**src/rtl/mem_port_arbiter_if.sv**
```systemverilog
// mem_port_arbiter_if
// Bundles the fetch port, the data port and the memory port of the
// single-port memory arbiter.
//   slave  : arbiter view (takes requests and read data, drives acks,
//            returned words and the memory strobes/address/data).
//   master : requester/memory view (the opposite directions).
interface mem_port_arbiter_if;
  // fetch port
  logic        if_req_i;
  logic [15:0] if_addr_i;
  logic        if_ack_o;
  logic [15:0] if_rdata_o;
  // data port
  logic        dm_req_i;
  logic        dm_we_i;
  logic        dm_word_i;
  logic [15:0] dm_addr_i;
  logic [15:0] dm_wdata_i;
  logic        dm_ack_o;
  logic [15:0] dm_rdata_o;
  // memory port
  logic [15:0] mem_addr_o;
  logic        mem_re_o;
  logic        mem_we_o;
  logic [1:0]  mem_be_o;
  logic [15:0] mem_data_o;
  logic [15:0] mem_data_i;
  logic        mem_ready_i;

  modport slave (
    input  if_req_i, if_addr_i,
    input  dm_req_i, dm_we_i, dm_word_i, dm_addr_i, dm_wdata_i,
    input  mem_data_i, mem_ready_i,
    output if_ack_o, if_rdata_o, dm_ack_o, dm_rdata_o,
    output mem_addr_o, mem_re_o, mem_we_o, mem_be_o, mem_data_o
  );

  modport master (
    output if_req_i, if_addr_i,
    output dm_req_i, dm_we_i, dm_word_i, dm_addr_i, dm_wdata_i,
    output mem_data_i, mem_ready_i,
    input  if_ack_o, if_rdata_o, dm_ack_o, dm_rdata_o,
    input  mem_addr_o, mem_re_o, mem_we_o, mem_be_o, mem_data_o
  );
endinterface

```
**src/rtl/mem_port_arbiter.sv**
```systemverilog
// mem_port_arbiter
// Shares one 16-bit memory port between instruction fetch (word reads) and
// the memory stage (word/byte reads and writes). Each access is granted
// from IDLE, held on the registered memory outputs until mem_ready_i, then
// acknowledged with a one-cycle pulse carrying the raw word read.
// Ports:
//   clk    : clock, rising edge
//   rst_n  : asynchronous active-low reset
//   bus    : mem_port_arbiter_if.slave (fetch, data and memory ports)
// Parameter:
//   MAX_STREAK : data grants allowed while fetch waits before fetch is
//                forced; 0 gives strict data priority.
//
// state   | meaning
// --------+-----------------------------------------------------------
// IDLE    | no access in flight; grant on an eligible request
// BUSY_IF | fetch read on the memory port, waiting for mem_ready_i
// BUSY_DM | data read/write on the memory port, waiting for mem_ready_i
module mem_port_arbiter #(
  parameter int MAX_STREAK = 4
) (
  input  logic               clk,
  input  logic               rst_n,
  mem_port_arbiter_if.slave  bus
);

  localparam int SW = (MAX_STREAK > 0) ? $clog2(MAX_STREAK + 1) : 1;
  localparam logic [SW-1:0] STREAK_MAX = SW'(MAX_STREAK);

  typedef enum logic [1:0] {IDLE, BUSY_IF, BUSY_DM} state_t;

  state_t      state, state_nxt;
  logic [SW-1:0] streak;
  logic        if_ack_q, dm_ack_q;
  logic [15:0] if_rdata_q, dm_rdata_q;
  logic [15:0] mem_addr_q, mem_data_q;
  logic        mem_re_q, mem_we_q;
  logic [1:0]  mem_be_q;

  logic        if_elig, dm_elig, force_if;
  logic        grant_if, grant_dm, done_if, done_dm;

  // A requester is masked during its own ack cycle: its req is still the
  // one that was just completed.
  assign if_elig  = bus.if_req_i & ~if_ack_q;
  assign dm_elig  = bus.dm_req_i & ~dm_ack_q;
  assign force_if = (MAX_STREAK > 0) && (streak == STREAK_MAX);

  always_comb begin
    state_nxt = state;
    grant_if  = 1'b0;
    grant_dm  = 1'b0;
    done_if   = 1'b0;
    done_dm   = 1'b0;
    case (state)
      IDLE: begin
        if (if_elig && (!dm_elig || force_if)) begin
          grant_if  = 1'b1;
          state_nxt = BUSY_IF;
        end else if (dm_elig) begin
          grant_dm  = 1'b1;
          state_nxt = BUSY_DM;
        end
      end
      BUSY_IF: begin
        if (bus.mem_ready_i) begin
          done_if   = 1'b1;
          state_nxt = IDLE;
        end
      end
      BUSY_DM: begin
        if (bus.mem_ready_i) begin
          done_dm   = 1'b1;
          state_nxt = IDLE;
        end
      end
      default: state_nxt = IDLE;
    endcase
  end

  always_ff @(posedge clk or negedge rst_n) begin
    if (!rst_n) begin
      state      <= IDLE;
      streak     <= '0;
      if_ack_q   <= 1'b0;
      dm_ack_q   <= 1'b0;
      if_rdata_q <= '0;
      dm_rdata_q <= '0;
      mem_addr_q <= '0;
      mem_data_q <= '0;
      mem_re_q   <= 1'b0;
      mem_we_q   <= 1'b0;
      mem_be_q   <= 2'b00;
    end else begin
      state    <= state_nxt;
      if_ack_q <= done_if;
      dm_ack_q <= done_dm;

      if (grant_if) begin
        mem_addr_q <= bus.if_addr_i;
        mem_re_q   <= 1'b1;
        mem_we_q   <= 1'b0;
        mem_be_q   <= 2'b11;
        streak     <= '0;
      end else if (grant_dm) begin
        mem_addr_q <= bus.dm_addr_i;
        mem_data_q <= bus.dm_wdata_i;
        mem_re_q   <= ~bus.dm_we_i;
        mem_we_q   <= bus.dm_we_i;
        // big-endian lanes: even address is the MSB byte
        if (bus.dm_word_i)
          mem_be_q <= 2'b11;
        else
          mem_be_q <= bus.dm_addr_i[0] ? 2'b01 : 2'b10;
        if (bus.if_req_i && (streak != STREAK_MAX))
          streak <= streak + SW'(1);
      end

      if (done_if) begin
        if_rdata_q <= bus.mem_data_i;
        mem_re_q   <= 1'b0;
        mem_we_q   <= 1'b0;
      end
      if (done_dm) begin
        if (!mem_we_q)
          dm_rdata_q <= bus.mem_data_i;
        mem_re_q   <= 1'b0;
        mem_we_q   <= 1'b0;
      end
    end
  end

  assign bus.if_ack_o   = if_ack_q;
  assign bus.if_rdata_o = if_rdata_q;
  assign bus.dm_ack_o   = dm_ack_q;
  assign bus.dm_rdata_o = dm_rdata_q;
  assign bus.mem_addr_o = mem_addr_q;
  assign bus.mem_re_o   = mem_re_q;
  assign bus.mem_we_o   = mem_we_q;
  assign bus.mem_be_o   = mem_be_q;
  assign bus.mem_data_o = mem_data_q;

endmodule

```
**src/flat_wrapper.sv**
```systemverilog
// flat-port wrapper written by rule: the top's interface ports become plain ports
module mem_port_arbiter_flat 
#(
  parameter int MAX_STREAK = 4
)
  (clk, rst_n, bus_if_req_i, bus_if_addr_i, bus_dm_req_i, bus_dm_we_i, bus_dm_word_i, bus_dm_addr_i, bus_dm_wdata_i, bus_mem_data_i, bus_mem_ready_i, bus_if_ack_o, bus_if_rdata_o, bus_dm_ack_o, bus_dm_rdata_o, bus_mem_addr_o, bus_mem_re_o, bus_mem_we_o, bus_mem_be_o, bus_mem_data_o);
  mem_port_arbiter_if bus_i ();
  input  logic clk;
  input  logic rst_n;
  input wire logic [$bits(bus_i.if_req_i)-1:0] bus_if_req_i;
  input wire logic [$bits(bus_i.if_addr_i)-1:0] bus_if_addr_i;
  input wire logic [$bits(bus_i.dm_req_i)-1:0] bus_dm_req_i;
  input wire logic [$bits(bus_i.dm_we_i)-1:0] bus_dm_we_i;
  input wire logic [$bits(bus_i.dm_word_i)-1:0] bus_dm_word_i;
  input wire logic [$bits(bus_i.dm_addr_i)-1:0] bus_dm_addr_i;
  input wire logic [$bits(bus_i.dm_wdata_i)-1:0] bus_dm_wdata_i;
  input wire logic [$bits(bus_i.mem_data_i)-1:0] bus_mem_data_i;
  input wire logic [$bits(bus_i.mem_ready_i)-1:0] bus_mem_ready_i;
  output wire logic [$bits(bus_i.if_ack_o)-1:0] bus_if_ack_o;
  output wire logic [$bits(bus_i.if_rdata_o)-1:0] bus_if_rdata_o;
  output wire logic [$bits(bus_i.dm_ack_o)-1:0] bus_dm_ack_o;
  output wire logic [$bits(bus_i.dm_rdata_o)-1:0] bus_dm_rdata_o;
  output wire logic [$bits(bus_i.mem_addr_o)-1:0] bus_mem_addr_o;
  output wire logic [$bits(bus_i.mem_re_o)-1:0] bus_mem_re_o;
  output wire logic [$bits(bus_i.mem_we_o)-1:0] bus_mem_we_o;
  output wire logic [$bits(bus_i.mem_be_o)-1:0] bus_mem_be_o;
  output wire logic [$bits(bus_i.mem_data_o)-1:0] bus_mem_data_o;
  assign bus_i.if_req_i = bus_if_req_i;
  assign bus_i.if_addr_i = bus_if_addr_i;
  assign bus_i.dm_req_i = bus_dm_req_i;
  assign bus_i.dm_we_i = bus_dm_we_i;
  assign bus_i.dm_word_i = bus_dm_word_i;
  assign bus_i.dm_addr_i = bus_dm_addr_i;
  assign bus_i.dm_wdata_i = bus_dm_wdata_i;
  assign bus_i.mem_data_i = bus_mem_data_i;
  assign bus_i.mem_ready_i = bus_mem_ready_i;
  assign bus_if_ack_o = bus_i.if_ack_o;
  assign bus_if_rdata_o = bus_i.if_rdata_o;
  assign bus_dm_ack_o = bus_i.dm_ack_o;
  assign bus_dm_rdata_o = bus_i.dm_rdata_o;
  assign bus_mem_addr_o = bus_i.mem_addr_o;
  assign bus_mem_re_o = bus_i.mem_re_o;
  assign bus_mem_we_o = bus_i.mem_we_o;
  assign bus_mem_be_o = bus_i.mem_be_o;
  assign bus_mem_data_o = bus_i.mem_data_o;
  mem_port_arbiter #(.MAX_STREAK(MAX_STREAK)) u_core (.clk(clk), .rst_n(rst_n), .bus(bus_i));
endmodule
```
**config.mk**
```make
export PLATFORM = sky130hd
export DESIGN_NAME = mem_port_arbiter_flat
export DESIGN_NICKNAME = d
export VERILOG_FILES = /design/src/rtl/mem_port_arbiter_if.sv /design/src/rtl/mem_port_arbiter.sv /design/src/flat_wrapper.sv
export SDC_FILE = /design/constraint.sdc
export NUM_CORES = 1
export LEC_CHECK = 0
export ABC_CLOCK_PERIOD_IN_PS = 1750
export CAP_MARGIN = 20
export CORE_MARGIN = 2
export CORE_UTILIZATION = 38
export DETAILED_ROUTE_END_ITERATION = 7
export PLACE_DENSITY = 0.76
export SLEW_MARGIN = 25
export SYNTH_ARGS = -nofsm -noshare
export SYNTH_HDL_FRONTEND = slang
export SYNTH_SLANG_ARGS = --single-unit
```
**constraint.sdc**
```tcl
create_clock -name clk -period 1.75 [get_ports clk]
set_input_delay 0.35 -clock clk [delete_from_list [all_inputs] [get_ports clk]]
set_output_delay 0.35 -clock clk [all_outputs]
set_load 0.01 [all_outputs]
```
==> flow_metrics.env, run 1 <==
export IMPL_drtIter0Drc=39
export IMPL_core_sq_um=8217
export IMPL_routed_via_density=4.838
export IMPL_grt_pass1_vias=2698
export IMPL_drt_met1_wl_um=3333
export IMPL_async_flop_share=1.000
export IMPL_dieHeight_um=95.94
export IMPL_grt_usage=0.1824
export IMPL_ys_top_cells_by_area="dfrtp_1, mux2_2, mux2_4"
export IMPL_drive_gt1_frac=0.2179
export IMPL_crit_path_start_kind="input pin"
export IMPL_antenna_found_initial=0
export IMPL_dr_pass1_iters=4
export IMPL_placed_cells=501
export IMPL_io_buffers=140
export IMPL_power_frac_clock=0.180
export IMPL_netlist_area_sq_um=3212
export IMPL_switching_share=0.3122
export IMPL_wl_met2_um=3912
export IMPL_wl_um=8175
export IMPL_finClkSkew_ns=0.006942
export IMPL_drc=0
export IMPL_timing_rr_start="u_core.streak[0]$_DFFE_PN0P_"
export IMPL_overflow=0
export IMPL_status="finished, final reports clean"
export IMPL_maxCapViolCount=0
export IMPL_fmax_mhz=590.3
export IMPL_syn_inst=251
export IMPL_start_util=0.3909
export IMPL_p_comb_frac=0.479
export IMPL_final_cell_mix="clkdlybuf4s50_1, dfrtp_1, mux2_2, nand2_1"
export IMPL_p_switching_mw=2.790
export IMPL_placed_cell_area_sq_um=4855
export IMPL_hold_ws_ns=0.001834
export IMPL_synth_top_area_share=0.5843
export IMPL_worst_r2r_cell_count=7
export IMPL_synth_ff_type="dfrtp_1"
export IMPL_highest_layer="met4"
export IMPL_final_common_cell="clkdlybuf4s50_1"
export IMPL_clockBufferDepth=2
export IMPL_seq_area_frac_synth=0.5843
export IMPL_synth_cell_types=34
export IMPL_finalWeightedCongestion=0.8195
export IMPL_endpoint="u_core.bus.mem_data_o[3]$_DFFE_PN0P_"
export IMPL_crit_type="in -> reg"
export IMPL_ys_ff_latch=75
export IMPL_die_area_sq_um=9204
export IMPL_final_setup_viol_count=0
export IMPL_relSlewSlack=0.6233
export IMPL_post_place_ws_ns=-0.3367
export IMPL_dp_hpwl_um=6105
export IMPL_ioPinCount=141
export IMPL_fin_cells=518
export IMPL_hold_viol=0
export IMPL_p_leak_nw=2.217
export IMPL_p_seq_frac=0.340
export IMPL_antenna_diode_count=0
export IMPL_area_delta_synth_final_pct=59.41
export IMPL_fin_area_sq_um=5120
export IMPL_r2r_end="u_core.bus.mem_data_o[3]$_DFFE_PN0P_"
export IMPL_yosysWarnings=0
export IMPL_finalCritPeriodShare=0.9680
export IMPL_grt_max_degree=44
export IMPL_setup_ws_ns=0.05597
export IMPL_h_tree_depth=3
export IMPL_fill_cells=678
export IMPL_wl_per_cell_um=15.78
export IMPL_end_kind="flop"
export IMPL_ir_worst_vdd_mv=0.8589
export IMPL_drt_antenna_violating_nets=0
export IMPL_placementRows=33
export IMPL_clock_sinks=75
export IMPL_cts_tree="built"
export IMPL_drv_slew=0
export IMPL_period_needed_ns=1.694
export IMPL_fin_nets=484
export IMPL_internal_power_mw=6.146
export IMPL_num_vias=2506
export IMPL_power_density_nw_per_um2=1745
export IMPL_path_clk_slew_ns=0.08
export IMPL_root_buffer="clkbuf_8"
export IMPL_fp_dieW_um=95.94
export IMPL_crit_start="bus_if_req_i"
export IMPL_p_total_mw=8.936
export IMPL_critPathArrivalTime_ns=1.91
export IMPL_syn_avg_cell_area_sq_um=12.80
export IMPL_grt_pass1_wl_um=12820
export IMPL_numCtsBuffers=9
export IMPL_synth_nets=327
export IMPL_worstSkewPairLatency_ns=0.34
export IMPL_rrSetupSlack_ns=0.07
export IMPL_cp_required_ns=1.97
export IMPL_synth_edf_count=0
export IMPL_min_path_type="in -> async"
export IMPL_wl_met3_um=829
export IMPL_crit_fanout=16
export IMPL_postCtsHoldBufs=0
export IMPL_synth_largest_area_cell="dfrtp_1"
export IMPL_tightest_slew_ns=0.5650
[metal layers]
layer | vias up | global-route usage
li1 | 1192 | -
met4 | 0 | 0.06548
met1 | 1209 | 0.2174
met5 | - | 0
met3 | 9 | 0.07439
met2 | 96 | 0.2978
[sequential cells by signal, indices dropped and copies added, names as in the netlist]
register               cells
u_core.bus.dm_ack_o        1
u_core.bus.mem_addr_o     16
u_core.bus.mem_data_o     16
u_core.bus.mem_be_o        2
u_core.bus.mem_we_o        1
u_core.bus.if_ack_o        1
u_core.bus.dm_rdata_o     16
u_core.streak              3
u_core.bus.if_rdata_o     16
u_core.bus.mem_re_o        1
u_core.state               2
[worst max-delay path, stage by stage]
cell and delay [ns]:
clkdlybuf4s50_1 0.48, nor2b_1 0.19, a21bo_4 0.27, nand3_4 0.09, buf_12 0.17, mux2_2 0.34
[per-stage QoR]
step	util	TNS (ns)
2_1_floorplan	-	0
3_3_place_gp	0.5908	-4.393
3_5_place_dp	0.5908	-5.955
4_1_cts	0.6204	0
5_1_grt	0.6231	-0.002238
6_report	0.6231	0
[how the worst min path moves through the flow]
stage                     slack (ns)  cells after the start                                   end  start
after detailed placement        0.38                      1  u_core.bus.dm_rdata_o[5]$_DFFE_PN0P_  rst_n
after CTS                      0.009                      1  u_core.bus.dm_rdata_o[5]$_DFFE_PN0P_  rst_n
after global routing            0.03                      1  u_core.bus.dm_rdata_o[5]$_DFFE_PN0P_  rst_n
final                          0.002                      1  u_core.bus.dm_rdata_o[5]$_DFFE_PN0P_  rst_n
after global placement          0.38                      1  u_core.bus.dm_rdata_o[5]$_DFFE_PN0P_  rst_n
after floorplan                 0.05                      0         u_core.bus.dm_ack_o$_DFF_PN0_  rst_n
[layout make-up]
type | instances | area [sq um] | area share
Clock inverter | 4 | 97.59 | 0.01906
Tap cell | 105 | 131.4 | 0.02566
Sequential cell | 75 | 1877 | 0.3666
Inverter | 8 | 30.03 | 0.005865
Clock buffer | 12 | 145.1 | 0.02835
Multi-Input combinational cell | 155 | 1235 | 0.2412
Timing Repair Buffer | 159 | 1604 | 0.3133
[kinds of logic (layout without fill, tap and decap cells)]
group,after synthesis,after routing,synth area share
adders and majority gates,5,5,0.01948
AOI/OAI and AO/OA,32,32,0.07558
and+or+nand+nor,68,68,0.1021
DFF,75,75,0.5843
muxes,50,50,0.1866
buffers and inverters,21,183,0.03194
[power by group through the flow]
stage	clock network, mW	logic [mW]	registers [mW]
finish	1.61	4.28	3.04
global route	1.72	4.64	3.14
CTS	1.65	4.30	3.04
detailed placement	0	4.28	3.06
global placement	0	4.21	3.01
floorplan	0	1.61	3.39
[synthesized netlist by cell type (all sizes together), types with 2 or more instances]
| master | n |
|---|---|
| o32ai | 3 |
| a21oi | 5 |
| ha | 5 |
| nand2b | 2 |
| o211ai | 15 |
| nand2 | 34 |
| o21ai | 2 |
| nor2b | 4 |
| inv | 8 |
| buf | 11 |
| and2 | 2 |
| mux2 | 49 |
| nor2 | 7 |
| nand3 | 16 |
| dfrtp | 75 |
| clkbuf | 2 |
[repair_timing]
action,CTS,global route
endpoints found under the setup margin,0,25
resized for setup,0,1
setup buffers,0,1
Power figures use the tool's default switching activity.
==> run 2, diff against run 1 <==
- CAP_MARGIN: 20 -> 25
- CTS_CLUSTER_SIZE: default -> 8
- TNS_END_PERCENT: default -> 5
==> results of run 2 <==
The final DEF is identical to that of run 1; final timing and power are the same.
